`src/rtl/score_keeper.sv`:
```
// Score and combo bookkeeping for the rhythm game: judgement pulses become a
// saturating 4-digit BCD score and 2-digit BCD combo, credited through a drain counter.
module score_keeper #(
    parameter int PTS_PERFECT = 3,
    parameter int PTS_GOOD    = 1,
    parameter int PTS_BONUS   = 5
) (
    input  logic        CLK_50M,
    input  logic        rst_n,
    input  logic        on_off,
    input  logic        pau_flag,
    input  logic        hit_perfect,
    input  logic        hit_good,
    input  logic        miss,
    output logic [15:0] score_bcd,
    output logic [7:0]  combo_bcd,
    output logic [7:0]  max_combo_bcd,
    output logic        busy
);

    logic [15:0] score_reg, score_next;
    logic [7:0]  combo_reg, combo_next;
    logic [7:0]  max_combo_reg, max_combo_next;
    logic [5:0]  pending_reg, pending_next;
    logic        busy_reg;

    logic [15:0] score_inc;
    logic [4:0]  score_carry;
    logic [7:0]  combo_inc;
    logic [2:0]  combo_carry;
    logic        score_sat;
    logic        combo_sat;

    logic        hit;
    logic        drain;
    logic [4:0]  add;
    logic [6:0]  pend_sum;

    // Ripple BCD incrementers; a carry out of the top digit means every digit is 9.
    assign score_carry[0] = 1'b1;
    assign combo_carry[0] = 1'b1;

    generate
        for (genvar gi = 0; gi < 4; gi++) begin : g_score_digit
            assign score_inc[gi*4 +: 4] = !score_carry[gi]            ? score_reg[gi*4 +: 4] :
                                          (score_reg[gi*4 +: 4] == 4'd9) ? 4'd0 :
                                          score_reg[gi*4 +: 4] + 4'd1;
            assign score_carry[gi+1] = score_carry[gi] && (score_reg[gi*4 +: 4] == 4'd9);
        end
        for (genvar gi = 0; gi < 2; gi++) begin : g_combo_digit
            assign combo_inc[gi*4 +: 4] = !combo_carry[gi]            ? combo_reg[gi*4 +: 4] :
                                          (combo_reg[gi*4 +: 4] == 4'd9) ? 4'd0 :
                                          combo_reg[gi*4 +: 4] + 4'd1;
            assign combo_carry[gi+1] = combo_carry[gi] && (combo_reg[gi*4 +: 4] == 4'd9);
        end
    endgenerate

    assign score_sat = score_carry[4];
    assign combo_sat = combo_carry[2];

    always_comb begin
        hit            = hit_perfect || hit_good;
        combo_next     = combo_reg;
        max_combo_next = max_combo_reg;
        add            = 5'd0;

        if (hit) begin
            add = hit_perfect ? 5'(PTS_PERFECT) : 5'(PTS_GOOD);
            if (!combo_sat) begin
                combo_next = combo_inc;
                // A fresh zero units digit after incrementing means 10, 20, ... 90.
                if (combo_inc[3:0] == 4'd0) begin
                    add = add + 5'(PTS_BONUS);
                end
            end
        end else if (miss) begin
            combo_next = 8'h00;
        end

        // Valid BCD orders the same way as binary.
        if (combo_next > max_combo_reg) begin
            max_combo_next = combo_next;
        end

        drain        = (pending_reg != 6'd0);
        pend_sum     = {1'b0, pending_reg} + {2'b00, add} - {6'd0, drain};
        pending_next = (pend_sum > 7'd63) ? 6'd63 : pend_sum[5:0];
        score_next   = (drain && !score_sat) ? score_inc : score_reg;
    end

    always_ff @(posedge CLK_50M) begin
        if (!rst_n || !on_off) begin
            score_reg     <= 16'h0000;
            combo_reg     <= 8'h00;
            max_combo_reg <= 8'h00;
            pending_reg   <= 6'd0;
            busy_reg      <= 1'b0;
        end else if (!pau_flag) begin
            score_reg     <= score_next;
            combo_reg     <= combo_next;
            max_combo_reg <= max_combo_next;
            pending_reg   <= pending_next;
            busy_reg      <= (pending_next != 6'd0);
        end
    end

    assign score_bcd     = score_reg;
    assign combo_bcd     = combo_reg;
    assign max_combo_bcd = max_combo_reg;
    assign busy          = busy_reg;

endmodule

```
`config.mk`:
```
export PLATFORM = sky130hd
export DESIGN_NAME = score_keeper
export DESIGN_NICKNAME = d
export VERILOG_FILES = /design/src/rtl/score_keeper.sv
export SDC_FILE = /design/constraint.sdc
export NUM_CORES = 1
export LEC_CHECK = 0
export CAP_MARGIN = 20
export CORE_UTILIZATION = 58
export CTS_CLUSTER_SIZE = 14
export DETAILED_ROUTE_END_ITERATION = 10
export PLACE_DENSITY = 0.85
export SYNTH_ARGS = -nofsm -noshare
export SYNTH_HDL_FRONTEND = slang
export SYNTH_SLANG_ARGS = --single-unit
export TNS_END_PERCENT = 30
```
`constraint.sdc`:
```
create_clock -name CLK_50M -period 8.35 [get_ports CLK_50M]
set_input_delay 1.2525 -clock CLK_50M [delete_from_list [all_inputs] [get_ports CLK_50M]]
set_output_delay 1.2525 -clock CLK_50M [all_outputs]
set_load 0.03 [all_outputs]
```
==> run_results.csv, run 1 <==
group,metric,value,unit
status,status,"finished clean",
clock_network,cts_max_level,2,
cells_and_area,seq_area,781,um^2
flow_run,maxCapViolations,0,
yosys,synthesis.nets,351,
clock_network,clk_pin_slew_worst_paths,0.08,ns
drt,drc,0,
drt,drt-total-wl,6100,um
sta,grt_setup_unrepaired,"false",
setup_path,cp-start-kind,"input pin",
grt,grt_usage,26.5,%
yosys,syn-cell-area,2600,um^2
drt,vias,2478,
cells_and_area,diodes,0,
placed_design,place_inst,399,
placed_design,dp_hpwl,4300,um
yosys,synth_edf_count,0,
sta,fin_crit_sh,56.4,%
sta,worst_pin_slew,1.08,ns
clock_network,cts_made_buffers,5,
sta,tns,0,ns
floorplan,initial_core_util,60.2,%
drt,drt_iter0_markers,73,
power,sequentialPowerShare,41.1,%
clock_network,cts_hold_repair.buffers,0,
yosys,syn_avg_cell_area,8.09,um^2
power,p_comb_share,25.1,%
cells_and_area,fill_cells,330,
grt,grt_pass1_wl,10400,um
yosys,yosys_most_used_dff,"dfxtp_1",
drt,ant_nets,0,
cells_and_area,syn_to_final_growth,19.6,%
setup_path,setup.worst_path.start,"hit_perfect",
setup_path,critPathKind,"input pin to flop",
cells_and_area,layout-drive-gt1-share,5.63,%
sta,slew_headroom,27.7,%
placed_design,port_buffers,39,
setup_path,arrival,4.88,ns
yosys,synth_top_cell_area_share,30.0,%
clock_network,clock_sinks,39,
setup_path,worst-r2r-setup-slack,4.17,ns
setup_path,cp-endpoint,"pending_reg[5]",
power,p_clk_share,33.8,%
sta,final_hold_viol_count,0,
cells_and_area,multi_input_area,1650,um^2
power,vdd_drop_max,0.0000777,V
sta,worst_slack,3.64,ns
yosys,synthArstFlopShare,0,%
power,power_density,155,nW/um^2
grt,antenna_found_initial,0,
sta,setup_viol,0,
yosys,yosys.area.top_type,"dfxtp_1",
setup_path,r2r_end,"pending_reg[5]",
drt,vias_per_cell,6.09,
worst_hold_path,hp-class,"flop to flop",
yosys,synthCells,322,
floorplan,dieHeight,69.0,um
sta,fin_crit,4.71,ns
clock_network,cts_tree,"built",
sta,max_freq,212,MHz
setup_path,max_stage_delay,0.58,ns
setup_path,crit_chain,"clkdlybuf4s50_1, nor2_1, a21o_1, ha_1, inv_1, ha_1, fa_1, a211oi_1, nor4b_1, nor3_1, nor2b_1, a211oi_1",
cells_and_area,layout.cells.non_filler,407,
power,switchingPower,152,uW
cells_and_area,largest_reg_flops,16,
floorplan,coreArea,4320,um^2
yosys,yosysWarnings,0,
power,switching_share,31.6,%
drt,wire_per_inst,15.0,um
drt,drtPass1Iterations,4,
floorplan,io_pins,40,
setup_path,r2r_start,"combo_bcd[4]",
grt,grt_max_degree,31,
power,leakage,0.00120,uW
sta,clock_skew,0.00894,ns
setup_path,ff2ff_path_depth,12,
clock_network,clk_path_buf_depth,2,
clock_network,cts_resized,0,
sta,report.final.slew_viol_count,0,
floorplan,rows,24,
setup_path,crit_path_max_fanout,12,
yosys,yosys-top-cells-area,"dfxtp_1 30%, ha_1 10%, a21oi_1 5.4%",
power,p_int,329,uW
placed_design,dp_slack,3.54,ns
power,total_power,482,uW
setup_path,cp.required,8.52,ns
placed_design,gp_congestion,0.861,
clock_network,clock_latency,0.30,ns
clock_network,cts-root-buf,"clkbuf_8",
floorplan,die_w,69.0,um
cells_and_area,final_nets,383,
grt,grt_pass1_vias,2277,
clock_network,postCtsSetupRepairBufs,0,
yosys,yosysSeqAreaShare,30.0,%
yosys,yosysUniqueCellTypes,51,
cells_and_area,final_cell_mix,"39 x dfxtp_1, 39 x clkdlybuf4s50_1, 29 x inv_1, 28 x a21oi_1",
setup_path,critPathSlowestCell,"nor2_1",
grt,gr-total-overflow,0,
setup_path,end_kind,"flop",
floorplan,die-area,4760,um^2
yosys,synth-seq-cells,39,
[synthesized netlist by cell type, types with 3 or more instances]
| master | count |
|---|---|
| nand2_1 | 23 |
| nand3b_1 | 3 |
| nor2b_1 | 4 |
| nor2_1 | 23 |
| dfxtp_1 | 39 |
| nand4b_1 | 3 |
| mux2i_1 | 5 |
| nand3_1 | 9 |
| a211oi_1 | 13 |
| inv_1 | 29 |
| a21o_1 | 8 |
| ha_1 | 21 |
| o211a_1 | 3 |
| o221a_2 | 4 |
| nor3b_1 | 3 |
| o21ai_1 | 4 |
| or3_1 | 3 |
| and3_1 | 5 |
| nor3_1 | 8 |
| xor2_1 | 5 |
| o21ai_0 | 13 |
| nor4_1 | 3 |
| nand4_1 | 4 |
| a31oi_1 | 4 |
| clkbuf_1 | 13 |
| a21oi_1 | 28 |
| o211ai_1 | 3 |
| xnor2_1 | 4 |
| nor4bb_1 | 5 |
[power groups by stage]
stage                     Clock, uW  Combinational (uW)  Sequential (uW)
after floorplan                   0                78.6              209
after global placement            0                 114              202
after detailed placement          0                 117              202
after CTS                       161                 119              198
after global routing            170                 133              199
final                           163                 121              198
[worst min-delay path by stage]
stage	startpoint	to	slack [ns]	cells past startpoint
detailed placement	max_combo_bcd[4]	max_combo_bcd[4]	0.47	2
global placement	max_combo_bcd[4]	max_combo_bcd[4]	0.47	2
CTS	max_combo_bcd[4]	max_combo_bcd[4]	0.48	2
floorplan	pending_reg[3]	pending_reg[3]	0.46	2
finish	max_combo_bcd[4]	max_combo_bcd[4]	0.48	2
global route	max_combo_bcd[4]	max_combo_bcd[4]	0.52	2
[cell type report]
class	instances	area share, %
well taps	52	2.09
flip-flops and latches	39	25.1
repair buffers	40	12.8
clock inverters	3	1.41
inverters	29	3.49
multi-input cells	239	53.0
clock buffers	5	2.21
[metrics by stage]
stage          hold slack, ns  instance area [um^2]  util [%]
2_1_floorplan           0.463                  2610         -
3_5_place_dp            0.472                  3000      69.5
4_1_cts                 0.483                  3120      72.1
5_1_grt                 0.522                  3120      72.1
6_report                0.480                  3120      72.1
3_3_place_gp            0.467                  3000      69.5
[routing by layer]
metal  share of wire (%)  vias up  global-route usage [%]
met2                  52       52                    47.4
met3                 3.3       12                    4.53
met1                  43     1181                    31.2
met4                 1.7        0                    10.7
li1                    -     1233                       -
met5                   0        -                       0
[worst max-delay path: cells and delay by family]
kind	cells	cell delay, ns
buf+inv	2	0.55
fa+ha+maj	3	0.75
simple gates	4	1.38
compound gates	3	0.94
[cell families after synthesis]
family,Yosys count,synth area share (%)
buffers and inverters,44,6.63
adders and majority gates,22,10.9
DFF,39,30.0
AOI/OAI and AO/OA,89,22.3
and+or+nand+nor,114,25.3
muxes,5,1.92
xor gates and xnor gates,9,3.03
No activity file was read; power rests on OpenSTA's default activity.
==> run 2: changes to the inputs <==
--- a/config.mk
+++ b/config.mk
@@ -6,10 +6,10 @@
 export NUM_CORES = 1
 export LEC_CHECK = 0
 export CAP_MARGIN = 20
-export CORE_UTILIZATION = 58
+export CORE_UTILIZATION = 54
 export CTS_CLUSTER_SIZE = 14
 export DETAILED_ROUTE_END_ITERATION = 10
-export PLACE_DENSITY = 0.85
+export PLACE_DENSITY = 0.8
 export SYNTH_ARGS = -nofsm -noshare
 export SYNTH_HDL_FRONTEND = slang
 export SYNTH_SLANG_ARGS = --single-unit
==> constraint.sdc (replaced) <==
create_clock -name CLK_50M -period 4.75 [get_ports CLK_50M]
set_input_delay 0.7125 -clock CLK_50M [delete_from_list [all_inputs] [get_ports CLK_50M]]
set_output_delay 0.7125 -clock CLK_50M [all_outputs]
set_load 0.03 [all_outputs]
==> run_results.csv, run 2 (synthesized netlist as in run 1, its figures left out) <==
group,metric,value,unit
setup_path,arrival,4.17,ns
flow_run,maxCapViolations,0,
grt,grt_usage,23.7,%
clock_network,cts_tree,"built",
clock_network,cts_hold_repair.buffers,0,
clock_network,clk_path_buf_depth,2,
setup_path,cp_num_buf_inv,3,
setup_path,r2r_end,"pending_reg[3]",
drt,drt_iter0_markers,111,
clock_network,clock_latency,0.28,ns
sta,report.final.slew_viol_count,0,
sta,final_hold_viol_count,0,
setup_path,crit_path_max_fanout,12,
sta,setup_viol,0,
clock_network,cts_resized,0,
setup_path,crit_chain,"clkdlybuf4s50_1, nor2_1, buf_4, a21o_1, ha_1, inv_1, ha_1, fa_1, a211oi_1, nor4b_1, nor3_1, nor2_1, a211oi_1",
sta,max_freq,251,MHz
setup_path,r2r_start,"combo_bcd[3]",
floorplan,die-area,5110,um^2
setup_path,end_kind,"flop",
setup_path,setup.worst_path.start,"hit_perfect",
power,switching_share,31.9,%
cells_and_area,final_util,69.5,%
sta,clock_skew,0.00544,ns
worst_hold_path,hold_depth,2,
setup_path,cp.required,4.93,ns
grt,grt_pass1_wl,9750,um
power,p_int,525,uW
drt,vias,2420,
sta,grt_setup_unrepaired,"false",
sta,worst_pin_slew,0.724,ns
grt,grt_max_degree,31,
sta,tns,0,ns
sta,fin_crit_sh,83.9,%
cells_and_area,final_cell_mix,"39 x dfxtp_1, 39 x clkdlybuf4s50_1, 29 x inv_1, 28 x a21oi_1",
grt,antenna_found_initial,0,
power,p_comb_share,27.2,%
drt,drtPass1Iterations,5,
power,p_clk_share,27.7,%
floorplan,io_pins,40,
setup_path,critPathSlowestCell,"nor3_1",
setup_path,ff2ff_path_depth,13,
clock_network,cts_max_level,2,
clock_network,cts_made_buffers,5,
clock_network,postCtsSetupRepairBufs,0,
cells_and_area,final_nets,386,
floorplan,die_w,71.5,um
cells_and_area,syn_to_final_growth,20.2,%
setup_path,worst-r2r-setup-slack,0.93,ns
power,sequentialPowerShare,45.1,%
grt,grt_pass1_vias,2182,
drt,drt-total-wl,5670,um
sta,slew_headroom,51.4,%
sta,fin_crit,3.98,ns
floorplan,dieHeight,71.5,um
grt,gr-total-overflow,0,
clock_network,cts-root-buf,"clkbuf_8",
setup_path,max_stage_delay,0.62,ns
setup_path,critPathKind,"input pin to flop",
drt,vias_per_cell,5.90,
setup_path,cp.depth,13,
cells_and_area,largest_reg_flops,16,
placed_design,port_buffers,39,
power,switchingPower,246,uW
clock_network,clock_sinks,39,
drt,wire_per_inst,13.8,um
drt,drc,0,
cells_and_area,layout-drive-gt1-share,6.42,%
drt,ant_nets,0,
floorplan,coreArea,4500,um^2
power,power_density,246,nW/um^2
setup_path,cp-start-kind,"input pin",
worst_hold_path,hp-class,"flop to flop",
cells_and_area,fill_cells,383,
floorplan,rows,24,
cells_and_area,diodes,0,
setup_path,crit_family,"simple AND/OR/NAND/NOR gates",
floorplan,initial_core_util,57.8,%
power,vdd_drop_max,0.000201,V
worst_hold_path,min_to,"max_combo_bcd[4]",
worst_hold_path,worstHoldStart,"max_combo_bcd[4]",
placed_design,dp_hpwl,4070,um
power,leakage,0.00121,uW
clock_network,clk_pin_slew_worst_paths,0.07,ns
placed_design,gp_congestion,0.833,
status,status,"finished clean",
## run 2: cell count changes in the layout (fill, tap and decap cells not counted), sizes merged
| cell | before | now |
|---|---|---|
| clkinv | 2 | 3 |
| buf | 1 | 4 |
| bufinv | 1 | 0 |
## run 2: per-layer routing
metal  global-route usage [%]  wire (um)  vias up
met5                        0          0        -
met4                     6.75         90        0
met3                     4.08        257       10
met2                     40.7       2720       71
met1                     30.7       2610     1105
li1                         -          -     1234
## run 2: layout make-up
type	count	area [um^2]	area share, %
well taps	52	65.1	2.08
multi-input cells	239	1650	52.8
repair buffers	43	440	14.1
flip-flops and latches	39	781	24.9
inverters	29	109	3.48
clock inverters	3	15.0	0.480
clock buffers	5	68.8	2.20
## run 2: how the worst max path moves through the flow
stage | endpoint | slack, ns
detailed placement | pending_reg[3] | 0.56
global placement | pending_reg[3] | 0.77
finish | pending_reg[3] | 0.77
CTS | pending_reg[3] | 0.84
floorplan | pending_reg[3] | 1.17
global route | pending_reg[3] | 0.58
## run 2: through the flow
step	setup WS [ns]	cell area (um^2)	instances	hold WS [ns]	total power, uW
2_1_floorplan	1.17	2610	322	0.463	506
3_3_place_gp	0.770	3020	401	0.469	556
3_5_place_dp	0.556	3020	401	0.479	560
4_1_cts	0.840	3100	409	0.490	773
5_1_grt	0.582	3130	410	0.515	820
6_report	0.766	3130	410	0.483	771
## run 2: power by group through the flow
stage	logic, uW	clock network (uW)	registers, uW
after global routing	234	237	350
after floorplan	138	0	368
after detailed placement	205	0	355
after global placement	201	0	355
final	210	213	348
after CTS	206	220	348
## run 2: tightest hold or removal path, stage by stage, from the launching register on
cell	delay, ns
dfxtp_1	0.32
nand3_1	0.06
a21oi_1	0.05
==> edit: new RTL, config.mk and constraints of run 2 <==
Register the inputs `on_off`, `pau_flag`, `hit_perfect`, `hit_good` and `miss` before use, without a reset. The logic sees them one clock later.
--- a/src/rtl/score_keeper.sv
+++ b/src/rtl/score_keeper.sv
@@ -17,6 +17,20 @@
     output logic [7:0]  max_combo_bcd,
     output logic        busy
 );
+
+    logic on_off_q;
+    logic pau_flag_q;
+    logic hit_perfect_q;
+    logic hit_good_q;
+    logic miss_q;
+
+    always_ff @(posedge CLK_50M) begin
+        on_off_q      <= on_off;
+        pau_flag_q    <= pau_flag;
+        hit_perfect_q <= hit_perfect;
+        hit_good_q    <= hit_good;
+        miss_q        <= miss;
+    end
 
     logic [15:0] score_reg, score_next;
     logic [7:0]  combo_reg, combo_next;
@@ -59,13 +73,13 @@
     assign combo_sat = combo_carry[2];
 
     always_comb begin
-        hit            = hit_perfect || hit_good;
+        hit            = hit_perfect_q || hit_good_q;
         combo_next     = combo_reg;
         max_combo_next = max_combo_reg;
         add            = 5'd0;
 
         if (hit) begin
-            add = hit_perfect ? 5'(PTS_PERFECT) : 5'(PTS_GOOD);
+            add = hit_perfect_q ? 5'(PTS_PERFECT) : 5'(PTS_GOOD);
             if (!combo_sat) begin
                 combo_next = combo_inc;
                 // A fresh zero units digit after incrementing means 10, 20, ... 90.
@@ -73,7 +87,7 @@
                     add = add + 5'(PTS_BONUS);
                 end
             end
-        end else if (miss) begin
+        end else if (miss_q) begin
             combo_next = 8'h00;
         end
 
@@ -89,13 +103,13 @@
     end
 
     always_ff @(posedge CLK_50M) begin
-        if (!rst_n || !on_off) begin
+        if (!rst_n || !on_off_q) begin
             score_reg     <= 16'h0000;
             combo_reg     <= 8'h00;
             max_combo_reg <= 8'h00;
             pending_reg   <= 6'd0;
             busy_reg      <= 1'b0;
-        end else if (!pau_flag) begin
+        end else if (!pau_flag_q) begin
             score_reg     <= score_next;
             combo_reg     <= combo_next;
             max_combo_reg <= max_combo_next;
Check against the original RTL: not equivalent (a bounded check fails within 4 cycles, from zero or initial values).
==> edit against run 2 <==
  * Count of clock-buffer cells in the layout increased by 1
  * Sequential power rose by 13%
  * Wire length up 5.8%
  * Register-to-register slack better by 0.58 ns
  * Synthesized area rose by 5.6%
  * Final cell count is 3.4% higher
  * Global-route usage increased by 0.36 points
  * Clock power rose by 19%
  * Fmax increased by 23%
  * Sequential cell count up 5
  * Total power is 9.8% higher
  * Highest routed layer unchanged
  * Setup slack better by 0.74 ns
  * Design area is 5.4% higher
  * Worst hold slack gained 0.0081 ns
==> edit: results (changes against run 2) <==
metric;value;unit;change
ff2ff_path_depth;12;;-1
cpLargestDelayFamily;adder cells;;
seqPwrFrac;46.3;%;+1.2 points
powerComb;0.000200;W;-5%
fin_hold_ws;0.491;ns;+0.00808 ns
drive_above_1_share;8.68;%;+2.3 points
grt_pass1_vias;2259;;+3.5%
syn-instance-count;317;;-1.6%
synth_cell_types;58;;+14%
max_stage_delay;0.49;ns;-0.13 ns
path_class;register to register;;
fillers;426;;+11%
leakage;1.26;nW;+3.4%
syn_nets;346;;-1.4%
clk_latency;0.30;ns;+0.02 ns
crit_start;combo_bcd[1];;
status;complete, no violations;;
ir_drop;150;uV;-26%
min-delay-start;max_combo_bcd[0];;
grt_pass1_wl;10100;um;+3.5%
grt.total_usage;24.1;%;+0.36 points
fin_nets;385;;-0.26%
wirelength;6000;um;+5.8%
fin_skew;0.00572;ns;+0.000284 ns
min_period;3.24;ns;-0.740 ns
grt_start_max_net_pins;26;;-16%
regToRegSetupSlack;1.51;ns;+0.58 ns
slowest_stage;dfxtp_1;;
use_met2;39.3;%;-1.4 points
synth.top_cells.by_count;44 x dfxtp_1, 32 x inv_1, 25 x a21oi_1;;
dpl-instance-area;0.00320;sq mm;+6.1%
dp_hpwl;4380;um;+7.6%
p_sw_share;31.5;%;-0.38 points
timing.rr.end;pending_reg[2];;
crit_path_max_fanout;9;;-3
drt_iter0_markers;163;;+47%
ys_seq_area_share;32.0;%;+2.1 points
edit: routing by layer:
metal | wire (um) | vias to the layer above
met5 | 0 | -
met2 | 2870 | 63
met3 | 273 | 4
li1 | - | 1227
met1 | 2830 | 1163
met4 | 30 | 0
edit: kinds of logic (layout without fill, tap and decap cells):
logic type | after synthesis | in the layout | synth area share, %
AOI/OAI and AO/OA | 84 | 84 | 22.7
xor gates and xnor gates | 13 | 13 | 4.14
adders and majority gates | 22 | 22 | 10.3
buffers and inverters | 42 | 82 | 5.87
DFF | 44 | 44 | 32.0
muxes | 6 | 6 | 2.18
and+or+nand+nor | 106 | 106 | 22.7
edit: final cells by class:
class / instances / area (sq um) / area share (%)
multi-input combinational: 231 / 1710 / 51.8
sequential: 44 / 881 / 26.7
timing repair buffer: 41 / 405 / 12.3
inverter: 33 / 124 / 3.75
tap: 67 / 83.8 / 2.54
clock buffer: 6 / 82.6 / 2.50
clock inverter: 2 / 15.0 / 0.455
